--- src/rtl/int_irq_ctrl.sv ---
// int_irq_ctrl: masks latched interrupt status with a CPU-writable enable
// register, optionally holds off (coalesces) a new event for hold_i cycles,
// then raises a single irq with the index of the lowest pending source and
// runs an assert/acknowledge/clear handshake before re-arming.
//
// Ports:
//   clk       system clock, rising edge
//   rst       asynchronous active-high reset
//   cpuren_i  CPU read enable for the enable mask
//   cpuwen_i  CPU write enable for the enable mask
//   cpudi_i   CPU write data (enable mask)
//   cpudo_o   CPU read data (enable mask), combinational
//   hold_i    hold-off cycle count, quasi-static
//   sts_i     latched interrupt status
//   irq_o     interrupt request, registered
//   irq_id_o  index of the signalled source, registered
//   ack_i     single-cycle acknowledge of irq_o
module int_irq_ctrl #(
    parameter int unsigned    DW         = 8,
    parameter int unsigned    IDW        = 3,
    parameter int unsigned    HOLD_W     = 4,
    parameter logic [DW-1:0]  EN_RST_VAL = {DW{1'b0}}
) (
    input  logic              clk,
    input  logic              rst,
    input  logic              cpuren_i,
    input  logic              cpuwen_i,
    input  logic [DW-1:0]     cpudi_i,
    output logic [DW-1:0]     cpudo_o,
    input  logic [HOLD_W-1:0] hold_i,
    input  logic [DW-1:0]     sts_i,
    output logic              irq_o,
    output logic [IDW-1:0]    irq_id_o,
    input  logic              ack_i
);

    localparam logic [1:0] ST_IDLE     = 2'd0;
    localparam logic [1:0] ST_HOLD     = 2'd1;
    localparam logic [1:0] ST_ASSERT   = 2'd2;
    localparam logic [1:0] ST_WAIT_CLR = 2'd3;

    logic [DW-1:0]     en_reg;
    logic [DW-1:0]     pend;
    logic [IDW-1:0]    sel;
    logic              id_pend;
    logic [1:0]        state;
    logic [1:0]        state_nx;
    logic [HOLD_W-1:0] cnt;
    logic [HOLD_W-1:0] cnt_nx;
    logic [IDW-1:0]    irq_id_nx;

    // Enable mask register; a write only affects pend from the next cycle.
    always_ff @(posedge clk or posedge rst) begin
        if (rst) begin
            en_reg <= EN_RST_VAL;
        end else if (cpuwen_i) begin
            en_reg <= cpudi_i;
        end
    end

    assign cpudo_o = cpuren_i ? en_reg : '0;
    assign pend    = sts_i & en_reg;
    assign id_pend = pend[irq_id_o];

    // Lowest set bit wins: scan from the top so the last hit is the lowest.
    always_comb begin
        sel = '0;
        for (int i = int'(DW) - 1; i >= 0; i--) begin
            if (pend[i]) begin
                sel = IDW'(i);
            end
        end
    end

    // Next-state logic for the handshake FSM.
    always_comb begin
        state_nx  = state;
        cnt_nx    = cnt;
        irq_id_nx = irq_id_o;
        case (state)
            ST_IDLE: begin
                if (pend != '0) begin
                    if (hold_i == '0) begin
                        state_nx  = ST_ASSERT;
                        irq_id_nx = sel;
                    end else begin
                        state_nx = ST_HOLD;
                        cnt_nx   = hold_i;
                    end
                end
            end
            ST_HOLD: begin
                if (pend == '0) begin
                    state_nx = ST_IDLE;
                end else if (cnt == HOLD_W'(1)) begin
                    state_nx  = ST_ASSERT;
                    irq_id_nx = sel;
                end else begin
                    cnt_nx = cnt - HOLD_W'(1);
                end
            end
            ST_ASSERT: begin
                // Acknowledge wins over a simultaneous withdrawal.
                if (ack_i) begin
                    state_nx = ST_WAIT_CLR;
                end else if (!id_pend) begin
                    state_nx = ST_IDLE;
                end
            end
            ST_WAIT_CLR: begin
                if (!id_pend) begin
                    state_nx = ST_IDLE;
                end
            end
            default: begin
                state_nx = ST_IDLE;
            end
        endcase
    end

    // State, counter and registered irq outputs.
    always_ff @(posedge clk or posedge rst) begin
        if (rst) begin
            state    <= ST_IDLE;
            cnt      <= '0;
            irq_o    <= 1'b0;
            irq_id_o <= '0;
        end else begin
            state    <= state_nx;
            cnt      <= cnt_nx;
            irq_o    <= (state_nx == ST_ASSERT);
            irq_id_o <= irq_id_nx;
        end
    end

endmodule
--- config.mk ---
export PLATFORM = sky130hd
export DESIGN_NAME = int_irq_ctrl
export DESIGN_NICKNAME = d
export VERILOG_FILES = /design/src/rtl/int_irq_ctrl.sv
export SDC_FILE = /design/constraint.sdc
export NUM_CORES = 1
export LEC_CHECK = 0
export CAP_MARGIN = 40
export CORE_UTILIZATION = 37
export DETAILED_ROUTE_END_ITERATION = 8
export DONT_BUFFER_PORTS = 1
export PLACE_DENSITY = 0.52
export RECOVER_POWER = 50
export SYNTH_ARGS = -nofsm -noshare
export SYNTH_HDL_FRONTEND = slang
export SYNTH_SLANG_ARGS = --single-unit
--- constraint.sdc ---
create_clock -name clk -period 2.05 [get_ports clk]
set_clock_uncertainty 0.15 [all_clocks]
set_input_delay 0.3075 -clock clk [delete_from_list [all_inputs] [get_ports clk]]
set_output_delay 0.3075 -clock clk [all_outputs]
set_load 0.1 [all_outputs]
## Word-level counts from Yosys, hierarchy flattened

Cells that the tools add are included.

- $add $sub $neg: 1
- Magnitude comparators: 1
- Equal/unequal tests: 11
- Multiplexer cells: 28
- Bitwise gates (word level): 1
- Reduce and logical (&&, ||, !) cells: 7

Operator list:

| operator | count |
|---|---|
| 3-bit two-way mux | 12 |
| 4-bit two-way mux | 4 |
| 2-bit two-way mux | 6 |
| 2-bit inequality test, second input constant | 6 |
| 5-bit AND reduction | 2 |
| 8-bit bitwise AND | 1 |
| 8-bit logical NOT | 1 |
| 8-bit two-way mux | 1 |
| 2-bit case mux with 4 select lines | 1 |
| 4-bit case mux with 2 select lines | 1 |
| 8-bit nonzero test | 1 |
| 2-bit == test, second input constant | 3 |
| 3-bit case mux with 2 select lines | 1 |
| 4-bit by 1-bit == test with 1-bit output, second input constant | 1 |
| 4-bit logical NOT | 1 |
| 3-bit by 4-bit less-than comparator with 1-bit output, second input constant | 1 |
| 4-bit by 1-bit subtractor with 4-bit output, second input constant | 1 |
| 1-bit binary-select mux with 3-bit select | 1 |
| 2-bit by 1-bit == test with 1-bit output, second input constant | 1 |
| 2-bit logical NOT | 1 |
| 2-bit nonzero test | 1 |
| 1-bit two-way mux | 1 |

- Register bits after elaboration: 18
- Input port bits: 25
- Output and inout bits: 12
- Logic and storage cells: 54

## Logic depth before layout (Yosys ltp)

Gate-level depths: netlist of the first run.

- Word-level depth: 12
- Depth in mapped cells: 6
- Mapped depth without buffers: 6

## Worst setup path before layout of the first run

Ideal clock, no wire load.

- Path type: reg2reg
- Start point: register irq_id_o[0]
- End point: register irq_o
- Library setup time: 104 ps
- Data arrival time: 1778 ps
- Data required time: 1796 ps
- Setup slack: 18 ps
- Cell stages (with the launch flop): 5
- Buffers on the path: 0
- Clock period less this slack: 2032 ps
- Path through: dfrtp_1 -> inv_2 -> o311ai_2 -> a211oi_2 -> o41ai_2

- Word-level cells in the longest chain between the ends: 6

RTL lines:

| what | RTL line | text |
|---|---|---|
| from (decl) | 33 | `output logic [IDW-1:0] irq_id_o,` |
| from (signal assigned) | 132 | `irq_id_o <= irq_id_nx;` |
| 1-bit binary-select mux with 3-bit select (*) | 63 | `assign id_pend = pend[irq_id_o];` |
| 1-bit two-way mux (not written as such) (*) | 63 |  |
| 2-bit two-way mux (*) | 106, 111 |  |
| 2-bit two-way mux | 104 | `if (ack_i) begin` |
| 2-bit case mux with 4 select lines (*) | 80 | `case (state)` |
| 2-bit == test (*) | 131 | `irq_o <= (state_nx == ST_ASSERT);` |
| to (signal assigned) | 131 |  |
| to (decl) | 32 | `output logic irq_o,` |

Mark *: on every way between the ends. The rest lies on a longest branch, timed or not. The select of a mux whose other input is x is not followed.
A chain may end at the register's enable or synchronous reset.

## Final worst setup path of the first run

- Start point: register cnt[1]
- End point: register irq_id_o[0]

- Word-level cells in the longest chain between the ends: 3

RTL lines:

| what | RTL line | text |
|---|---|---|
| from (decl) | 48 | `logic [HOLD_W-1:0] cnt;` |
| from (signal assigned) | 130 | `cnt <= cnt_nx;` |
| 4-bit by 1-bit == test with 1-bit output | 95 | `end else if (cnt == HOLD_W'(1)) begin` |
| 2-bit inequality test (no source line) | n/a |  |
| 5-bit AND reduction (no source line) | n/a |  |

No other way between the ends.

==> reports/results.ini, run 1 <==
[power]
p_switching_mw=0.942
leakage_nw=0.577
totalPowerFinal_mw=1.82
internal_power_mw=0.883
p_comb_share_pct=57.0
p_per_area_mw_per_mm2=1370
switching_share_pct=51.6
seq_power_share_pct=33.4
clkPwrFrac_pct=9.7
vdd_drop_max_mv=0.515

[timing]
period_minus_slack_ns=1.63
slew_violations=0
finalSetupViolations=0
clock.fmax_mhz=612
rsz0062_at_grt=false
hold_viol=0
fin_tns_setup_ns=0
period_share_pct=79.8
max_slew_margin_pct=52.9
worstMarginPinSlew_ns=0.706

[cts]
clockBufferDepth=2
clk_pin_slew_ns=0.10
cts_made_buffers=3
root_buffer=clkbuf_4
cts_sinks=18
post_cts_buffers=0
clk_latency_ns=0.29
cts_tree=done
htree_levels=1

[setup_path]
crit_buf_inv=1
cpLargestDelayFamily=compound AO/OA/AOI/OAI gates
crit_cells=6
endpoint_kind=register
reg2reg_slack_ns=0.42
path_cells=inv_1, ha_1, nor3b_2, a22o_4, nand2_4, o31ai_1
crit_fanout=6
critPathMaxStageDelay_ns=0.40
startpoint_type=register
critical_path_required_ns=2.10
crit_type=reg2reg
crit_slowest_cell=dfrtp_1
cp.arrival_ns=1.68
rr_worst_depth=6
timing.rr.end=irq_id_o[0]$_DFFE_PP0P_
r2r-start=cnt[1]$_DFFE_PP0P_

[placed_design]
dpl.cell_count=154
dp_hpwl_mm=2.01
io_buffers=0
finalWeightedCongestion=0.806
place_area_mm2=0.00127

[routing]
postRouteAntennaNets=0
vias=925
dr.pass1.iters=6
vias_per_cell=5.75
drt_iter0_drc=81
wl_per_cell_um=15.8
wirelength_mm=2.54
drc=2

[floorplanning]
ioPinCount=37
die_w_um=57.9
die_h_um=57.9
dieArea_mm2=0.00335
initial_utilization_pct=40.5
fp-row-count=19
coreArea_mm2=0.00285

[synth]
async_flop_share_pct=100
synth_nets=140
syn_avg_cell_area_um2=10.2
seq_area_frac_synth_pct=39.0
synth_seq_cells=18
synthSimpleGateAreaFrac_pct=23.7
yosys_warnings=0
yosys.cell_types.count=41
synth_edf_count=0
synthMuxAreaShare_pct=8.67
synth_top_flop_cell=dfrtp_1
synth_fa_ha_area_share_pct=2.17
synth_xor_area_share_pct=0
synth_top_family_by_area=simple AND/OR/NAND/NOR gates
netlist_area_mm2=0.00115
syn_inst=113
synth_compound_area_share_pct=23.5

[global_route]
overflow=0
grt_pass1_vias=907
grtUsageTotal_pct=16.7
grt_max_degree=19
antenna_found_initial=0
grt_pass1_wl_mm=4.31

[status]
status=complete, but fails checks
violations=DRC

[finish]
fillers=281
stdcell_area_mm2=0.00134
area_growth_syn_to_layout_pct=15.6
fin_nets=159
largest_register_ffs=8
drive_above_1_share_pct=29.2
diodes=0
final_cells=161

[worst_hold_path]
worstHoldPathType=in2reg
min_from=cpudi_i[0]
min_path_cells=1
min_to=en_reg[0]$_DFFE_PP0P_

[flow_run]
cap_violations=0

[per-layer routing]
layer / share of wire [%] / global-route usage (%)
met5: 0 / 0
met4: 0.71 / 6.12
met3: 5.2 / 3.35
met2: 45 / 25.5
met1: 49 / 23.5
[worst reg2reg max path: stages, from the launching register on]
cell	delay, ns
dfrtp_1	0.40
inv_1	0.10
ha_1	0.15
nor3b_2	0.24
a22o_4	0.20
nand2_4	0.07
o31ai_1	0.25
[cell usage in the layout, fill, tap and decap left out, types with 2 or more instances in the layout]
master,count
mux2_2,8
nand2_1,12
buf_4,12
o31ai_1,2
and2_1,8
nand2b_1,3
a21oi_1,9
nor2_1,3
inv_1,5
a22oi_2,4
a31oi_1,2
nand3_1,4
dfrtp_1,18
o21ai_0,5
ha_1,2
nand4_1,2
clkbuf_4,3
dlygate4sd3_1,4
[per-stage QoR]
step | setup WS (ns) | util (%) | hold slack [ns]
6_report | 0.415 | 46.8 | 0.0114
3_5_place_dp | 0.432 | 44.6 | 0.205
5_1_grt | 0.298 | 46.8 | 0.00302
4_1_cts | 0.407 | 46.1 | 0.00215
3_3_place_gp | 0.498 | 44.6 | 0.198
2_1_floorplan | 0.0180 | - | 0.0961
[synth_stat cells (all sizes together) (2+ instances only)]
cell type	instances	area (um2)
nor2	3	11.3
ha	2	25.0
o22ai	2	18.8
and2	9	58.8
nand2b	3	18.8
o31ai	2	15.0
o21ai	5	25.0
a21oi	9	45.0
nand3	4	20.0
nand2	13	56.3
nand4	3	33.8
mux2	8	90.1
a31oi	2	12.5
dfrtp	18	450
inv	6	22.5
a22oi	5	57.6
[worst max path at each step]
stage | startpoint | end
after floorplan | irq_id_o[0]$_DFFE_PP0P_ | irq_o$_DFF_PP0_
after detailed placement | cnt[1]$_DFFE_PP0P_ | irq_id_o[0]$_DFFE_PP0P_
after global placement | cnt[1]$_DFFE_PP0P_ | cnt[1]$_DFFE_PP0P_
final | cnt[1]$_DFFE_PP0P_ | irq_id_o[0]$_DFFE_PP0P_
after global routing | cnt[1]$_DFFE_PP0P_ | irq_id_o[0]$_DFFE_PP0P_
after CTS | cnt[1]$_DFFE_PP0P_ | irq_id_o[0]$_DFFE_PP0P_
[final cells by class]
| cell class | instances | area (um2) | area share (%) |
|---|---|---|---|
| clock buffers | 3 | 22.5 | 1.69 |
| inverters | 6 | 22.5 | 1.69 |
| multi-input cells | 87 | 671 | 50.2 |
| flip-flops and latches | 18 | 450 | 33.7 |
| well taps | 31 | 38.8 | 2.91 |
| repair buffers | 16 | 130 | 9.75 |
[cell families (layout without fill, tap and decap cells)]
logic type,count (synthesis),after routing
compound gates,33,33
mux,9,9
flops,18,18
buf+inv,8,25
fa+ha+maj,2,2
simple gates,43,43
[power groups by stage]
stage | logic [mW] | clock network (mW) | registers [mW]
after floorplan | 0.635 | 0 | 0.823
after global placement | 1.01 | 0 | 0.610
after detailed placement | 1.03 | 0 | 0.613
after CTS | 1.04 | 0.187 | 0.606
after global routing | 1.12 | 0.196 | 0.631
final | 1.04 | 0.176 | 0.609
[what timing repair did]
item / in CTS / in global routing
resized for setup: 0 / 0
hold endpoints to repair: 19 / 2
hold buffers: 2 / 2
(Power assumes the default switching activity.)
==> inputs of run 2 (changes only) <==
Settings changed: PLACE_DENSITY 0.52 to 0.54.
Clock period 2.05 ns to 1.5 ns, I/O delays scaled along.
==> reports/results.ini, run 2 (same netlist as run 1, synthesis figures left out) <==
[status]
status=complete, but fails checks
violations=DRC, setup timing

[setup_path]
crit_fanout=4
rr_worst_depth=6
startpoint_type=register
startpoint=en_reg[1]$_DFFE_PP0P_
reg2reg_slack_ns=-0.04
r2r-start=cnt[0]$_DFFE_PP0P_
crit_slowest_cell=dfrtp_2
crit_type=reg2out
path_cells=buf_6, and2_4, buf_12
endpoint_kind=primary output
cp.arrival_ns=1.16
critical_path_required_ns=1.12
critPathMaxStageDelay_ns=0.46

[floorplanning]
die_w_um=57.9
ioPinCount=37
coreArea_mm2=0.00285
fp-row-count=19
initial_utilization_pct=40.5
dieArea_mm2=0.00335
die_h_um=57.9

[routing]
wl_per_cell_um=15.9
drt_iter0_drc=39
wirelength_mm=3.06
postRouteAntennaNets=0
drc=1
vias_per_cell=5.41
dr.pass1.iters=6
vias=1038

[global_route]
grt_pass1_vias=1092
grt_max_degree=19
antenna_found_initial=0
overflow=0
grtUsageTotal_pct=19.8
grt_pass1_wl_mm=5.03

[cts]
clk_latency_ns=0.29
cts_made_buffers=3
root_buffer=clkbuf_4
clockBufferDepth=2
cts_tree=done
htree_levels=1
clk_pin_slew_ns=0.11
cts_sinks=18

[finish]
drive_above_1_share_pct=53.4
fin_nets=189
stdcell_area_mm2=0.00186
area_growth_syn_to_layout_pct=61.1
final_common_cell=buf_4
layout_common_cells=19 x buf_4, 13 x dlygate4sd3_1, 12 x dfrtp_1
diodes=0
largest_register_ffs=8

[placed_design]
dp_hpwl_mm=2.13
io_buffers=0
finalWeightedCongestion=0.884
place_area_mm2=0.00146

[timing]
worst_slack_ns=-0.0398
max_slew_margin_pct=67.1
rsz0062_at_grt=true
finalSetupViolations=7
worstMarginPinSlew_ns=0.493
clock.fmax_mhz=649
period_minus_slack_ns=1.54
fin_tns_setup_ns=-0.212
slew_violations=0
fin_hold_ws_ns=0.00614
period_share_pct=103
hold_viol=0

[flow_run]
cap_violations=0

[worst_hold_path]
worstHoldPathType=in2reg
min_path_cells=3
min_from=sts_i[0]

[power]
p_per_area_mw_per_mm2=1790
vdd_drop_max_mv=0.906
leakage_nw=0.793

## run 2: changes by cell type in the layout (fill, tap and decap cells not counted), moves of 2 or more
cell           delta
buf_6             +3
dfrtp_1           -6
buf_4             +7
and2_1            -8
buf_12           +10
o21ai_0           -2
dfrtp_2           +4
dfrtp_4           +2
a21oi_2           +3
dlygate4sd3_1     +9
and2_4            +7
a21oi_1           -4
## run 2: cell type report
class	instances	area, um2
timing repair buffer	46	512
inverter	6	25.0
multi-input combinational	87	786
clock buffer	4	36.3
sequential	18	463
tap	31	38.8
fill	227	992
## run 2: path summary, 6_finish.rpt
path                                      endpoint
max                                     cpudo_o[1]
min                        irq_id_o[2]$_DFFE_PP0P_
max reg2reg                irq_id_o[1]$_DFFE_PP0P_
min reg2reg                irq_id_o[2]$_DFFE_PP0P_
max in group asynchronous  irq_id_o[0]$_DFFE_PP0P_
min in group asynchronous    en_reg[0]$_DFFE_PP0P_
## run 2: timing repair
item / CTS / global route
hold buffers: 13 / 0
pin swaps: 3 / 9
hold endpoints to repair: 30 / 0
gates cloned: 0 / 0
gates resized for setup: 15 / 21
endpoints found under the setup margin: 7 / 20
setup buffers: 7 / 6
## run 2: power breakdown
part	internal, mW	switching, mW
combinational	0.967	1.19
sequential	0.659	0.200
clock	0.148	0.160
total	1.77	1.55
## run 2: per-stage QoR
step                      power, mW  setup WS (ns)  cells  utilization, %
after floorplan                2.05        -0.0178    113               -
after global placement         2.45      -0.000270    162            51.3
after detailed placement       2.47         -0.137    162            51.3
after CTS                      3.10        -0.0488    186            61.5
after global routing           3.55         -0.131    192            65.2
final                          3.33        -0.0398    192            65.2
## run 2: metal layers
metal	vias to the layer above	share of wire [%]	GRT usage [%]
li1	519	-	-
met1	487	40	23.8
met2	28	52	34.6
met3	4	6.7	4.69
met4	0	0.88	6.46
met5	-	0	0
## run 2: critical path, delay by kind of cell, from the launching register on
family	cells	cell delay [ns]
flip-flops	1	0.46
buffers and inverters	2	0.28
AND/OR/NAND/NOR	1	0.13
